### src/rtl/program_loader_pkg.sv
// Shared types and widths for the serial program loader.
package program_loader_pkg;

    localparam int unsigned INST_W = 12;
    localparam int unsigned BYTE_W = 8;

    typedef enum logic [2:0] {
        StIdle,
        StCount,
        StHi,
        StLo,
        StWrite,
        StChk,
        StDone,
        StError
    } load_state_e;

    typedef enum logic [1:0] {
        RxIdle,
        RxStart,
        RxData,
        RxStop
    } rx_state_e;

endpackage

### src/rtl/program_loader_uart_rx.sv
// 8N1 UART receiver: input synchronizer, mid-bit sampling, byte and framing-error pulses.
module program_loader_uart_rx
    import program_loader_pkg::*;
#(
    parameter int unsigned CLKS_PER_BIT = 16
) (
    input  logic              clk,
    input  logic              rst,
    input  logic              rx,
    output logic              byte_valid,
    output logic [BYTE_W-1:0] byte_data,
    output logic              frame_err
);

    localparam int unsigned CNT_W = $clog2(CLKS_PER_BIT);
    localparam logic [CNT_W-1:0] BIT_LAST  = CNT_W'(CLKS_PER_BIT - 1);
    localparam logic [CNT_W-1:0] HALF_LAST = CNT_W'(CLKS_PER_BIT / 2 - 1);

    logic [1:0]        sync_q;
    logic              rx_s;
    logic              prev_q;
    rx_state_e         state_q, state_d;
    logic [CNT_W-1:0]  cnt_q, cnt_d;
    logic [2:0]        bit_q, bit_d;
    logic [BYTE_W-1:0] shift_q, shift_d;
    logic              valid_q, valid_d;
    logic              ferr_q, ferr_d;

    assign rx_s = sync_q[1];

    always_ff @(posedge clk) begin
        if (rst) begin
            sync_q  <= 2'b11;
            prev_q  <= 1'b1;
            state_q <= RxIdle;
            cnt_q   <= '0;
            bit_q   <= '0;
            shift_q <= '0;
            valid_q <= 1'b0;
            ferr_q  <= 1'b0;
        end else begin
            sync_q  <= {sync_q[0], rx};
            prev_q  <= rx_s;
            state_q <= state_d;
            cnt_q   <= cnt_d;
            bit_q   <= bit_d;
            shift_q <= shift_d;
            valid_q <= valid_d;
            ferr_q  <= ferr_d;
        end
    end

    always_comb begin
        state_d = state_q;
        cnt_d   = cnt_q + CNT_W'(1);
        bit_d   = bit_q;
        shift_d = shift_q;
        valid_d = 1'b0;
        ferr_d  = 1'b0;
        unique case (state_q)
            RxIdle: begin
                cnt_d = '0;
                if (prev_q && !rx_s) state_d = RxStart;
            end
            RxStart: begin
                // A start bit that is high again at mid-bit was a glitch.
                if (cnt_q == HALF_LAST) begin
                    cnt_d   = '0;
                    bit_d   = '0;
                    state_d = rx_s ? RxIdle : RxData;
                end
            end
            RxData: begin
                if (cnt_q == BIT_LAST) begin
                    cnt_d   = '0;
                    shift_d = {rx_s, shift_q[BYTE_W-1:1]};
                    bit_d   = bit_q + 3'd1;
                    if (bit_q == 3'd7) state_d = RxStop;
                end
            end
            RxStop: begin
                if (cnt_q == BIT_LAST) begin
                    cnt_d   = '0;
                    state_d = RxIdle;
                    valid_d = rx_s;
                    ferr_d  = !rx_s;
                end
            end
            default: state_d = RxIdle;
        endcase
    end

    assign byte_valid = valid_q;
    assign byte_data  = shift_q;
    assign frame_err  = ferr_q;

endmodule

### src/rtl/program_loader.sv
// Loads a checksummed program image received over UART into program memory.
module program_loader
    import program_loader_pkg::*;
#(
    parameter int unsigned CLKS_PER_BIT = 16,
    parameter int unsigned ADDR_W       = 8
) (
    input  logic              clk,
    input  logic              rst,
    input  logic              rx,
    input  logic              start,
    output logic              load_we,
    output logic [ADDR_W-1:0] load_addr,
    output logic [INST_W-1:0] load_inst,
    output logic              load_done,
    output logic              load_err,
    output logic              busy
);

    logic              byte_valid;
    logic [BYTE_W-1:0] byte_data;
    logic              frame_err;

    load_state_e       state_q, state_d;
    logic [8:0]        remain_q, remain_d;
    logic [ADDR_W-1:0] idx_q, idx_d;
    logic [3:0]        hi_q, hi_d;
    logic [BYTE_W-1:0] chk_q, chk_d;
    logic [ADDR_W-1:0] addr_q, addr_d;
    logic [INST_W-1:0] inst_q, inst_d;

    program_loader_uart_rx #(
        .CLKS_PER_BIT(CLKS_PER_BIT)
    ) u_uart_rx (
        .clk       (clk),
        .rst       (rst),
        .rx        (rx),
        .byte_valid(byte_valid),
        .byte_data (byte_data),
        .frame_err (frame_err)
    );

    always_ff @(posedge clk) begin
        if (rst) begin
            state_q  <= StIdle;
            remain_q <= '0;
            idx_q    <= '0;
            hi_q     <= '0;
            chk_q    <= '0;
            addr_q   <= '0;
            inst_q   <= '0;
        end else begin
            state_q  <= state_d;
            remain_q <= remain_d;
            idx_q    <= idx_d;
            hi_q     <= hi_d;
            chk_q    <= chk_d;
            addr_q   <= addr_d;
            inst_q   <= inst_d;
        end
    end

    always_comb begin
        state_d  = state_q;
        remain_d = remain_q;
        idx_d    = idx_q;
        hi_d     = hi_q;
        chk_d    = chk_q;
        addr_d   = addr_q;
        inst_d   = inst_q;
        unique case (state_q)
            StIdle, StDone, StError: begin
                if (start) begin
                    state_d = StCount;
                    chk_d   = '0;
                    idx_d   = '0;
                end
            end
            StCount: begin
                if (frame_err) begin
                    state_d = StError;
                end else if (byte_valid) begin
                    // A count byte of zero stands for a full 256-instruction image.
                    remain_d = (byte_data == '0) ? 9'd256 : {1'b0, byte_data};
                    chk_d    = chk_q ^ byte_data;
                    state_d  = StHi;
                end
            end
            StHi: begin
                if (frame_err) begin
                    state_d = StError;
                end else if (byte_valid) begin
                    hi_d    = byte_data[3:0];
                    chk_d   = chk_q ^ byte_data;
                    state_d = StLo;
                end
            end
            StLo: begin
                if (frame_err) begin
                    state_d = StError;
                end else if (byte_valid) begin
                    chk_d   = chk_q ^ byte_data;
                    addr_d  = idx_q;
                    inst_d  = {hi_q, byte_data};
                    state_d = StWrite;
                end
            end
            StWrite: begin
                idx_d    = idx_q + ADDR_W'(1);
                remain_d = remain_q - 9'd1;
                state_d  = (remain_q == 9'd1) ? StChk : StHi;
            end
            StChk: begin
                if (frame_err) begin
                    state_d = StError;
                end else if (byte_valid) begin
                    state_d = (byte_data == chk_q) ? StDone : StError;
                end
            end
            default: state_d = StIdle;
        endcase
    end

    assign load_we   = (state_q == StWrite);
    assign load_addr = addr_q;
    assign load_inst = inst_q;
    assign load_done = (state_q == StDone);
    assign load_err  = (state_q == StError);
    assign busy      = !(state_q inside {StIdle, StDone, StError});

endmodule
### config.mk
export PLATFORM = sky130hd
export DESIGN_NAME = program_loader
export DESIGN_NICKNAME = d
export VERILOG_FILES = /design/src/rtl/program_loader_pkg.sv /design/src/rtl/program_loader_uart_rx.sv /design/src/rtl/program_loader.sv
export SDC_FILE = /design/constraint.sdc
export NUM_CORES = 1
export LEC_CHECK = 0
export BUFFER_PORTS_ARGS = -buffer_cell sky130_fd_sc_hd__buf_2
export CAP_MARGIN = 5
export CORE_ASPECT_RATIO = 1.2
export CORE_UTILIZATION = 35
export DETAILED_ROUTE_END_ITERATION = 8
export RECOVER_POWER = 100
export SYNTH_ARGS = -nofsm -noshare
export SYNTH_HDL_FRONTEND = slang
export SYNTH_HIERARCHICAL = 1
export SYNTH_SLANG_ARGS = --single-unit
### constraint.sdc
create_clock -name clk -period 1.62 [get_ports clk]
set_input_delay 0.081 -clock clk [delete_from_list [all_inputs] [get_ports clk]]
set_output_delay 0.081 -clock clk [all_outputs]
set_load 0.01 [all_outputs]
==> flow_metrics.tcl <==
set metrics [dict create \
    syn_to_final_growth_pct 25.5 \
    rrSetupSlack_ps -70 \
    tightestPinTransition_ps 455 \
    place.gp.congestion 0.884 \
    post-place-ws_ps -121 \
    worstPathRequired_ps 1900 \
    clkTransAtPathRegs_ps 60 \
    drive_above_1_share_pct 22.2 \
    cts-htree-levels 3 \
    layout.cells.non_filler 597 \
    synthTopCellsByArea "dfxtp_1, a21oi_1, nand2_1, o21ai_0, nor2_1" \
    cts_buffers 9 \
    synthMuxAreaShare_pct 1.76 \
    worstReg2RegEnd "chk_q[5]" \
    power_mw 4.21 \
    synth_fp_nets 419 \
    fp.dieH_um 111 \
    nFillCells 949 \
    synth_cell_types 52 \
    violations "negative setup slack" \
    drc_errors 0 \
    cp_top_family "simple AND/OR/NAND/NOR gates" \
    first_pass_iters 4 \
    wire_per_inst_um 14.1 \
    worst-endpoint-arrival_ps 1960 \
    vias 3110 \
    n_antenna_cell 0 \
    drt_wl_total_mm 8.44 \
    row_count 39 \
    path_cells "ha_4, o21bai_4, or4b_4, nor4b_2, a31o_1" \
    hold_path_class "input port to register" \
    final.setup.worst_slack_ps -66.1 \
    clockBufferDepth 2 \
    cts_tree "yes" \
    crit_path_max_fanout 8 \
    crit_start "state_q[2]" \
    rsz0062_at_grt "yes" \
    die-width_um 93.1 \
    relSlewSlack_pct 69.6 \
    cpPeakStageDelay_ps 580 \
    postSynth.asyncResetShare_pct 0 \
    cp.buffers_inverters 0 \
    post-route-min-period_ps 1690 \
    synth_top_family_by_area "simple AND/OR/NAND/NOR gates" \
    outcome "finished with violations" \
    min_period_over_period_pct 104 \
    critPathKind "register to register" \
    clk_latency_ps 340 \
    port_buffers 27 \
    synth-compound-area-share_pct 18.0 \
    layout.nets 480 \
    viasPerCell 5.21 \
    synthXorXnorAreaFrac_pct 4.27 \
    endpoint "chk_q[5]" \
    num_io_pins 28 \
    synthAdderAreaFrac_pct 2.51 \
    antenna_found_initial 0 \
    reg2reg_from "state_q[2]" \
    yosysWarnings 6 \
    cp_num_cells 5 \
    place_hpwl_mm 6.01 \
    power_density_nw_per_um2 964 \
    end_kind "register" \
    synth_edf_count 0 \
    grt_max_degree 30 \
    synth_area_um2 3480 \
    grt_use_total_pct 17.6 \
    multiInputGateArea_um2 1860 \
    avgSynthCellArea_um2 8.54 \
    core_area_um2 9610 \
    start_kind "register" \
    cap_viol_max_count 0 \
    cts_root_buf "clkbuf_16" \
    skew_ps 4.99 \
    yosysTopAreaCellShare_pct 42.5 \
    hold_viol 0 \
    ant_nets 0 \
    drv_slew 0 \
    syn_inst 408 \
    initial_core_util_pct 36.2 \
    regArea_um2 1490 \
    synth_area_leader_cell "dfxtp_1" \
    ff2ff_path_depth 5 \
    ys_seq_elements 74 \
    fmax_mhz 593 \
    cpMaxStageDelayCell "or4b_4" \
    grt_pass1_wl_mm 14.4 \
    tns_ps -470 \
    grt_pass1_vias 3086 \
    grt_overflow_total 0 \
    ys.flop_type "dfxtp_1" \
    synthSimpleGateAreaFrac_pct 25.5 \
    leakage_nw 1.57 \
    ir_worst_vdd_mv 0.748 \
    dieArea_um2 10400 \
    place_inst 576 \
    synth_seq_area_share_pct 42.5 \
    clock_sinks 74 \
    final-setup-viol-count 9 \
    drtIter0Drc 146 \
]
cells by family (layout without fill, tap and decap cells):
family | Yosys count | after routing
compound gates | 100 | 100
xor+xnor | 17 | 17
fa+ha+maj | 7 | 7
buf+inv | 38 | 104
flops | 74 | 74
mux | 6 | 6
simple gates | 166 | 166
power breakdown:
group	internal [mW]	leakage (nW)	switching (mW)	total, mW
sequential	1.83	0.599	0.0100	1.84
combinational	0.0629	0.804	0.102	0.164
clock	1.41	0.165	0.802	2.21
total	3.30	1.57	0.913	4.21
layout by cell type, fill, tap and decap left out, drive strengths merged, types with 10 or more instances in the layout:
cell / n
nor2: 33
inv: 12
a21oi: 40
dfxtp: 74
nand2: 52
nand3: 22
xnor2: 10
nor4b: 10
buf: 50
clkbuf: 36
o21ai: 29
worst min-delay path by stage:
| stage | cells past startpoint | slack [ps] | from | to |
|---|---|---|---|---|
| floorplan | 1 | 180 | rx | u_uart_rx/sync_q[0] |
| global placement | 2 | 260 | rx | u_uart_rx/sync_q[0] |
| detailed placement | 2 | 270 | rx | u_uart_rx/sync_q[0] |
| CTS | 3 | 190 | rst | u_uart_rx/bit_q[0] |
| global route | 3 | 230 | rst | load_addr[4] |
| finish | 3 | 210 | rst | u_uart_rx/byte_data[2] |
flip-flops by register name (all words and copies together), names as in the netlist, named ones only:
name,flops
u_uart_rx/byte_data,8
u_uart_rx/state_q,1
load_inst,12
hi_q,4
u_uart_rx/frame_err,1
remain_q,9
state_q,3
u_uart_rx/sync_q,2
u_uart_rx/cnt_q,4
u_uart_rx/prev_q,1
idx_q,8
load_addr,8
u_uart_rx/bit_q,3
u_uart_rx/byte_valid,1
chk_q,8
layout make-up:
type | count | area share [%]
multi-input combinational | 296 | 42.4
sequential | 74 | 34.1
timing repair buffer | 77 | 11.2
clock buffer | 10 | 5.47
tap | 123 | 3.52
clock inverter | 6 | 2.23
inverter | 11 | 1.06
routing by layer:
| metal | track usage [%] | wire (um) |
|---|---|---|
| met1 | 20.5 | 3700 |
| met2 | 30.7 | 4350 |
| met3 | 3.64 | 213 |
| met4 | 7.79 | 171 |
| met5 | 0 | 0 |
worst min-delay path: cells and delay by family:
family | cells | cell delay, ps
AOI/OAI and AO/OA | 1 | 60
buffers and inverters | 2 | 350
cells in the mapped netlist, types with 3 or more instances:
cell type and count:
inv_1 10, nand2_1 52, nor3_1 7, nor4b_2 8, dfxtp_1 74, ha_1 7
or2_2 5, a21oi_1 40, nor2b_1 4, mux2i_1 5, o21ai_0 27, buf_4 3
xnor2_1 10, clkbuf_1 18, nor2_1 33, xor2_1 7, buf_6 4, a31oi_1 6
a31o_1 8, nor4_1 8, nand4_1 7, nand3_1 22, and3_1 5
through the flow:
step	utilization [%]	cell area [um^2]	hold WS, ps
floorplan	-	3520	185
global placement	41.7	4010	264
global route	45.5	4370	228
CTS	45.5	4380	191
finish	45.5	4370	205
detailed placement	41.7	4010	267
what timing repair did:
action,in CTS,in global routing
setup buffers,2,2
hold endpoints to repair,1,0
endpoints found under the setup margin,21,49
hold buffers,1,0
gates resized for setup,4,7
pin swaps,1,2
Power figures use the tool's default switching activity.
